**src/rtl/udp_dram_axi_writer_if.sv**
```systemverilog
// AXI4 write-channel bundle (AW, W, B) between the DRAM writer and the interconnect.
// master = writer side, slave = memory/interconnect side.
interface udp_dram_axi_writer_if #(
    parameter int unsigned ADDR_WIDTH = 32
);
    logic [ADDR_WIDTH-1:0] awaddr;
    logic [7:0]            awlen;
    logic [2:0]            awsize;
    logic [1:0]            awburst;
    logic                  awvalid;
    logic                  awready;
    logic [31:0]           wdata;
    logic [3:0]            wstrb;
    logic                  wlast;
    logic                  wvalid;
    logic                  wready;
    logic [1:0]            bresp;
    logic                  bvalid;
    logic                  bready;

    modport master (
        output awaddr, awlen, awsize, awburst, awvalid,
        input  awready,
        output wdata, wstrb, wlast, wvalid,
        input  wready,
        input  bresp, bvalid,
        output bready
    );

    modport slave (
        input  awaddr, awlen, awsize, awburst, awvalid,
        output awready,
        input  wdata, wstrb, wlast, wvalid,
        output wready,
        output bresp, bvalid,
        input  bready
    );
endinterface

```
**src/rtl/udp_dram_axi_writer.sv**
```systemverilog
// Drains the UDP receive stage's ctrl/data FIFOs into single-outstanding AXI4 INCR
// write bursts to DRAM, with burst count and sticky error flags for debug.
module udp_dram_axi_writer #(
    parameter int unsigned           ADDR_WIDTH = 32,
    parameter logic [ADDR_WIDTH-1:0] BASE_ADDR  = '0,
    parameter int unsigned           MAX_BURST  = 64
) (
    input  logic                         clk,
    input  logic                         rst,
    input  logic [35:0]                  data_dout,
    input  logic                         data_empty,
    output logic                         data_re,
    input  logic [39:0]                  ctrl_dout,
    input  logic                         ctrl_empty,
    output logic                         ctrl_re,
    udp_dram_axi_writer_if.master        m_axi,
    output logic                         busy,
    output logic [31:0]                  burst_cnt,
    output logic                         err_resp,
    output logic                         err_len
);
    typedef enum logic [1:0] {
        S_IDLE,
        S_BURST,
        S_RESP
    } state_t;

    state_t                state;
    logic [7:0]            len_q;
    logic [7:0]            beat;
    logic                  aw_done;

    logic [7:0]            cmd_len;
    logic                  len_bad;
    logic [31:0]           word_addr;
    logic [ADDR_WIDTH-1:0] aw_addr_next;
    logic                  w_fire;
    logic                  addr_lsb_unused;

    assign cmd_len         = ctrl_dout[39:32];
    assign len_bad         = (cmd_len == 8'd0) || (32'(cmd_len) > MAX_BURST);
    assign word_addr       = {ctrl_dout[31:2], 2'b00};
    assign aw_addr_next    = BASE_ADDR + ADDR_WIDTH'(word_addr);
    assign addr_lsb_unused = ^ctrl_dout[1:0];

    // W side is a direct FWFT passthrough; the head stays put until data_re pops it.
    assign m_axi.wvalid  = (state == S_BURST) && !data_empty && (beat < len_q);
    assign m_axi.wlast   = (state == S_BURST) && (beat == len_q - 8'd1);
    assign m_axi.wdata   = data_dout[31:0];
    assign m_axi.wstrb   = data_dout[35:32];
    assign m_axi.awsize  = 3'b010;
    assign m_axi.awburst = 2'b01;

    assign w_fire  = m_axi.wvalid && m_axi.wready;
    assign data_re = w_fire;
    assign busy    = (state != S_IDLE);

    always_ff @(posedge clk) begin
        if (rst) begin
            state         <= S_IDLE;
            ctrl_re       <= 1'b0;
            m_axi.awvalid <= 1'b0;
            m_axi.awaddr  <= '0;
            m_axi.awlen   <= '0;
            m_axi.bready  <= 1'b0;
            len_q         <= '0;
            beat          <= '0;
            aw_done       <= 1'b0;
            burst_cnt     <= '0;
            err_resp      <= 1'b0;
            err_len       <= 1'b0;
        end else begin
            ctrl_re <= 1'b0;
            case (state)
                S_IDLE: begin
                    // ctrl_re is registered, so the head is still visible while it pops.
                    if (!ctrl_empty && !ctrl_re) begin
                        ctrl_re <= 1'b1;
                        if (len_bad) begin
                            err_len <= 1'b1;
                        end else begin
                            len_q         <= cmd_len;
                            m_axi.awlen   <= cmd_len - 8'd1;
                            m_axi.awaddr  <= aw_addr_next;
                            m_axi.awvalid <= 1'b1;
                            beat          <= '0;
                            aw_done       <= 1'b0;
                            state         <= S_BURST;
                        end
                    end
                end
                S_BURST: begin
                    if (m_axi.awvalid && m_axi.awready) begin
                        m_axi.awvalid <= 1'b0;
                        aw_done       <= 1'b1;
                    end
                    if (w_fire) begin
                        beat <= beat + 8'd1;
                    end
                    if (aw_done && (beat == len_q)) begin
                        m_axi.bready <= 1'b1;
                        state        <= S_RESP;
                    end
                end
                S_RESP: begin
                    if (m_axi.bvalid) begin
                        m_axi.bready <= 1'b0;
                        if (m_axi.bresp != 2'b00) begin
                            err_resp <= 1'b1;
                        end
                        burst_cnt <= burst_cnt + 32'd1;
                        state     <= S_IDLE;
                    end
                end
                default: state <= S_IDLE;
            endcase
        end
    end
endmodule
```
**src/flat_wrapper.sv**
```systemverilog
// flat-port wrapper written by rule: the top's interface ports become plain ports
module udp_dram_axi_writer_flat 
#(
    parameter int unsigned           ADDR_WIDTH = 32,
    parameter logic [ADDR_WIDTH-1:0] BASE_ADDR  = '0,
    parameter int unsigned           MAX_BURST  = 64
)
  (clk, rst, data_dout, data_empty, data_re, ctrl_dout, ctrl_empty, ctrl_re, busy, burst_cnt, err_resp, err_len, m_axi_awaddr, m_axi_awlen, m_axi_awsize, m_axi_awburst, m_axi_awvalid, m_axi_awready, m_axi_wdata, m_axi_wstrb, m_axi_wlast, m_axi_wvalid, m_axi_wready, m_axi_bresp, m_axi_bvalid, m_axi_bready);
  udp_dram_axi_writer_if #(.ADDR_WIDTH(ADDR_WIDTH)) m_axi_i ();
  input  logic clk;
  input  logic rst;
  input  logic [35:0] data_dout;
  input  logic data_empty;
  output logic data_re;
  input  logic [39:0] ctrl_dout;
  input  logic ctrl_empty;
  output logic ctrl_re;
  output logic busy;
  output logic [31:0] burst_cnt;
  output logic err_resp;
  output logic err_len;
  output wire logic [$bits(m_axi_i.awaddr)-1:0] m_axi_awaddr;
  output wire logic [$bits(m_axi_i.awlen)-1:0] m_axi_awlen;
  output wire logic [$bits(m_axi_i.awsize)-1:0] m_axi_awsize;
  output wire logic [$bits(m_axi_i.awburst)-1:0] m_axi_awburst;
  output wire logic [$bits(m_axi_i.awvalid)-1:0] m_axi_awvalid;
  input wire logic [$bits(m_axi_i.awready)-1:0] m_axi_awready;
  output wire logic [$bits(m_axi_i.wdata)-1:0] m_axi_wdata;
  output wire logic [$bits(m_axi_i.wstrb)-1:0] m_axi_wstrb;
  output wire logic [$bits(m_axi_i.wlast)-1:0] m_axi_wlast;
  output wire logic [$bits(m_axi_i.wvalid)-1:0] m_axi_wvalid;
  input wire logic [$bits(m_axi_i.wready)-1:0] m_axi_wready;
  input wire logic [$bits(m_axi_i.bresp)-1:0] m_axi_bresp;
  input wire logic [$bits(m_axi_i.bvalid)-1:0] m_axi_bvalid;
  output wire logic [$bits(m_axi_i.bready)-1:0] m_axi_bready;
  assign m_axi_awaddr = m_axi_i.awaddr;
  assign m_axi_awlen = m_axi_i.awlen;
  assign m_axi_awsize = m_axi_i.awsize;
  assign m_axi_awburst = m_axi_i.awburst;
  assign m_axi_awvalid = m_axi_i.awvalid;
  assign m_axi_i.awready = m_axi_awready;
  assign m_axi_wdata = m_axi_i.wdata;
  assign m_axi_wstrb = m_axi_i.wstrb;
  assign m_axi_wlast = m_axi_i.wlast;
  assign m_axi_wvalid = m_axi_i.wvalid;
  assign m_axi_i.wready = m_axi_wready;
  assign m_axi_i.bresp = m_axi_bresp;
  assign m_axi_i.bvalid = m_axi_bvalid;
  assign m_axi_bready = m_axi_i.bready;
  udp_dram_axi_writer #(.ADDR_WIDTH(ADDR_WIDTH), .BASE_ADDR(BASE_ADDR), .MAX_BURST(MAX_BURST)) u_core (.clk(clk), .rst(rst), .data_dout(data_dout), .data_empty(data_empty), .data_re(data_re), .ctrl_dout(ctrl_dout), .ctrl_empty(ctrl_empty), .ctrl_re(ctrl_re), .m_axi(m_axi_i), .busy(busy), .burst_cnt(burst_cnt), .err_resp(err_resp), .err_len(err_len));
endmodule
```
**config.mk**
```make
export PLATFORM = sky130hd
export DESIGN_NAME = udp_dram_axi_writer_flat
export DESIGN_NICKNAME = d
export VERILOG_FILES = /design/src/rtl/udp_dram_axi_writer_if.sv /design/src/rtl/udp_dram_axi_writer.sv /design/src/flat_wrapper.sv
export SDC_FILE = /design/constraint.sdc
export NUM_CORES = 1
export LEC_CHECK = 0
export BUFFER_PORTS_ARGS = -buffer_cell sky130_fd_sc_hd__buf_2
export CAP_MARGIN = 20
export CORE_MARGIN = 1.5
export CORE_UTILIZATION = 47
export CTS_CLUSTER_DIAMETER = 150
export DETAILED_ROUTE_END_ITERATION = 10
export PLACE_DENSITY_LB_ADDON = 0.08
export SLEW_MARGIN = 20
export SYNTH_ARGS = -nofsm -noshare
export SYNTH_HDL_FRONTEND = slang
export SYNTH_SLANG_ARGS = --single-unit
```
**constraint.sdc**
```tcl
create_clock -name clk -period 3 [get_ports clk]
set_clock_uncertainty 0.15 [all_clocks]
set_input_delay 0 -clock clk [delete_from_list [all_inputs] [get_ports clk]]
set_output_delay 0 -clock clk [all_outputs]
set_load 0.01 [all_outputs]
```
==> metrics.md <==
| Metric | Value |
|---|---|
| Outcome | finished, final reports clean |
| Critical-path maximum fanout | 31 |
| Ys async rst share | 0% |
| Die height | 101 um |
| Initial antenna violation count | 0 |
| Largest net degree at the start of global routing | 51 |
| Full die area | between 0.01 and 0.015 mm^2 |
| Setup crit end kind | flip-flop |
| Overflow after GRT | 0 |
| Starting Density | between 40% and 50% |
| Kind of critical path | in -> reg |
| Hold-critical path depth | 2 |
| First drt pass iteration count | 4 |
| Power per cell area | slightly above 400 mW/mm^2 |
| Setup Buffers After CTS | 0 |
| EDFF count, synth | 0 |
| RSZ-0062 raised after global routing | no |
| Die width | 101 um |
| FF+latch count, synth | between 90 and 100 |
| Root buffer cell | clkbuf_8 |
| Vias | about 4.2k |
| F_max | approximately 0.35 GHz |
| Nets | around 810 |
| Post-layout minimum cycle time | ~2.8 ns |
| Overall power | 2460 uW |
| FF-to-FF Start | u_core.len_q[5] |
| Syn-to-layout area delta | 32.2% |
| Number of remaining DRC errors | 0 |
| Core Util, Final | approximately 64% |
| Fin. Hold Viols | 0 |
| Total Wirelength | 11200 um |
| Final-report setup violation count | 0 |
| H-tree lvl count | 3 |
| Syn Std Cell Area | around 0.0045 mm^2 |
| Fin area | approximately 0.006 mm^2 |
| PortBufs | about 130 |
| Clock Latency Late Sink | about 0.35 ns |
| CP startpoint kind | primary input |
| Post-Place Cell Area | about 0.0050 mm^2 |
| TNS Setup | 0 ns |
| Ant diodes | 0 |
| Hold Crit Start | rst |
| Core box area | about 0.0093 mm^2 |
| Final slew viol count | 0 |
| Yosys warnings | 0 |
| Clock transition at the registers of the reported paths | 0.10 ns |
| Fin crit share | 94.2% |
| Syn Area/Cell | 8.21 um^2 |
| Worst Tran Pin Value | ~0.84 ns |
| Detail Placement HPWL | 7270 um |
| Vias in the first global route | slightly below 4k |
| WP data required | ~3.1 ns |
| Post-DRT Antenna Nets | 0 |
| CTS Sinks | between 90 and 100 |
| DR iter-0 viols | between 100 and 150 |
| Global-route wire length before repair | between 15000 and 20000 um |
| Synthesized instance count | 549 |
| Cell count after placement | approximately 750 |
| I/O pin cnt | 207 |
| Worst Hold Path EP | u_core.burst_cnt[22] |
| R2R setup slack | 0.37 ns |
| CTS max path bufs | 2 |
| Wire length per cell | roughly 13 um |
| Row count | 35 |
| Reg2reg path depth | 8 |
| Hold WC Path Type | in -> reg |
| Max_cap viols | 0 |
| TritonCTS clock tree | built |
| Register area share after synthesis | 41.8% |
| Commonest non-fill, non-tap cell in the layout | buf_2 |
| Primary FF master, synth | dfxtp_1 |
| Finished Layout Cells | around 850 |
| Routability cong. | 0.795 |
| Layout fillers | about 830 |
| Worst r2r dst | u_core.beat[7] |
| Total track usage | 22.2% |
| Commonest non-fill, non-tap cells in the layout | 125 x buf_2, 99 x nand2_1, 94 x dfxtp_1 |
| Layout cell share with drive strength beyond 1 | 21.9% |
| Worst vdd ir | around 0.28 mV |
| Drt via density | 4.93 |
| Total CTS buffers | 9 |
| Worst EP arrival | between 2 and 3 ns |
| Synth unique cells | 50 |
| Relative slew slack | around 44% |
| LEAKAGE | roughly 0.0025 uW |
-- kinds of logic (layout without fill, tap and decap cells) --
group           Yosys count  in the layout  synth area share, %
compound gates           85             85                 10.8
buf+inv                  85            247                 11.3
other cells               2              7                0.167
mux                       4              4                0.916
fa+ha+maj                12             12                 3.33
flops                    94             94                 41.8
simple gates            224            224                 23.4
xor+xnor                 43             43                 8.36
-- cell usage after synthesis, types with 6 or more instances --
library cell | count | area share (%)
nand2_1 | 99 | 8.2
nor3_1 | 7 | 0.78
dfxtp_1 | 94 | 42
clkbuf_1 | 14 | 1.2
buf_4 | 48 | 8.0
and3_1 | 7 | 0.97
xnor2_1 | 23 | 4.5
o21ai_0 | 10 | 1.1
nand3_1 | 12 | 1.3
ha_1 | 12 | 3.3
or3_1 | 6 | 0.83
nand4_1 | 9 | 1.2
a21oi_1 | 55 | 6.1
nor2_1 | 53 | 4.4
xor2_1 | 20 | 3.9
inv_1 | 19 | 1.6
-- worst max-delay path, stage by stage --
cell and delay, ns:
dlygate4sd3_1 0.53, buf_2 0.15, inv_1 0.06, ha_1 0.17, or3b_4 0.40, o31a_1 0.31, or4_1 0.80, buf_12 0.29
a21oi_1 0.15, nor2_1 0.05
-- per-stage QoR --
stage | hold slack, ns | setup WS, ns
floorplan | -0.0582 | 0.573
global placement | -0.150 | 0.389
detailed placement | -0.150 | 0.376
CTS | 0.0697 | 0.193
global route | 0.120 | 0.0359
finish | 0.0794 | 0.174
-- routing by layer --
layer	part of all wire, %	vias to the layer above	track usage, %
li1	-	2107	-
met1	43	1911	26.8
met2	50	144	38.8
met3	6.4	4	6.66
met4	0.60	0	5.13
met5	0	-	0
-- power breakdown --
group          internal [uW]  total (uW)  leakage [uW]  switching [uW]
clock                    398         868      0.000102             471
sequential              1270        1290      0.000760            14.2
combinational            155         311       0.00165             156
-- timing repair --
action | CTS | global route
gates resized for setup | 0 | 0
endpoints found under the hold margin | 90 | 0
hold buffers | 80 | 0
-- flip-flops by register name (all words and copies together), names as in the netlist, 2 cells and up --
signal	count
u_core.burst_cnt	32
u_core.len_q	8
u_core.m_axi.awaddr	30
u_core.beat	8
u_core.m_axi.awlen	8
u_core.state	2
-- final cells by class --
cell class	instances	area [um^2]	share of cell area, %
Sequential cell	94	1880	31.6
Tap cell	129	161	2.71
Inverter	19	71.3	1.20
Clock buffer	9	124	2.08
Clock inverter	7	80.1	1.34
Timing Repair Buffer	212	1500	25.3
Multi-Input combinational cell	375	2130	35.8
-- worst max-delay path by stage --
stage | from | to | depth (start not counted)
2_1_floorplan | u_core.len_q[7] | u_core.beat[7] | 8
3_3_place_gp | ctrl_dout[32] | u_core.m_axi.awlen[0] | 9
3_5_place_dp | ctrl_dout[32] | u_core.m_axi.awaddr[2] | 9
4_1_cts | ctrl_dout[32] | u_core.m_axi.awaddr[2] | 10
5_1_grt | ctrl_dout[32] | u_core.m_axi.awlen[0] | 11
6_report | ctrl_dout[32] | u_core.m_axi.awlen[0] | 10
Power figures use the tool's default switching activity.
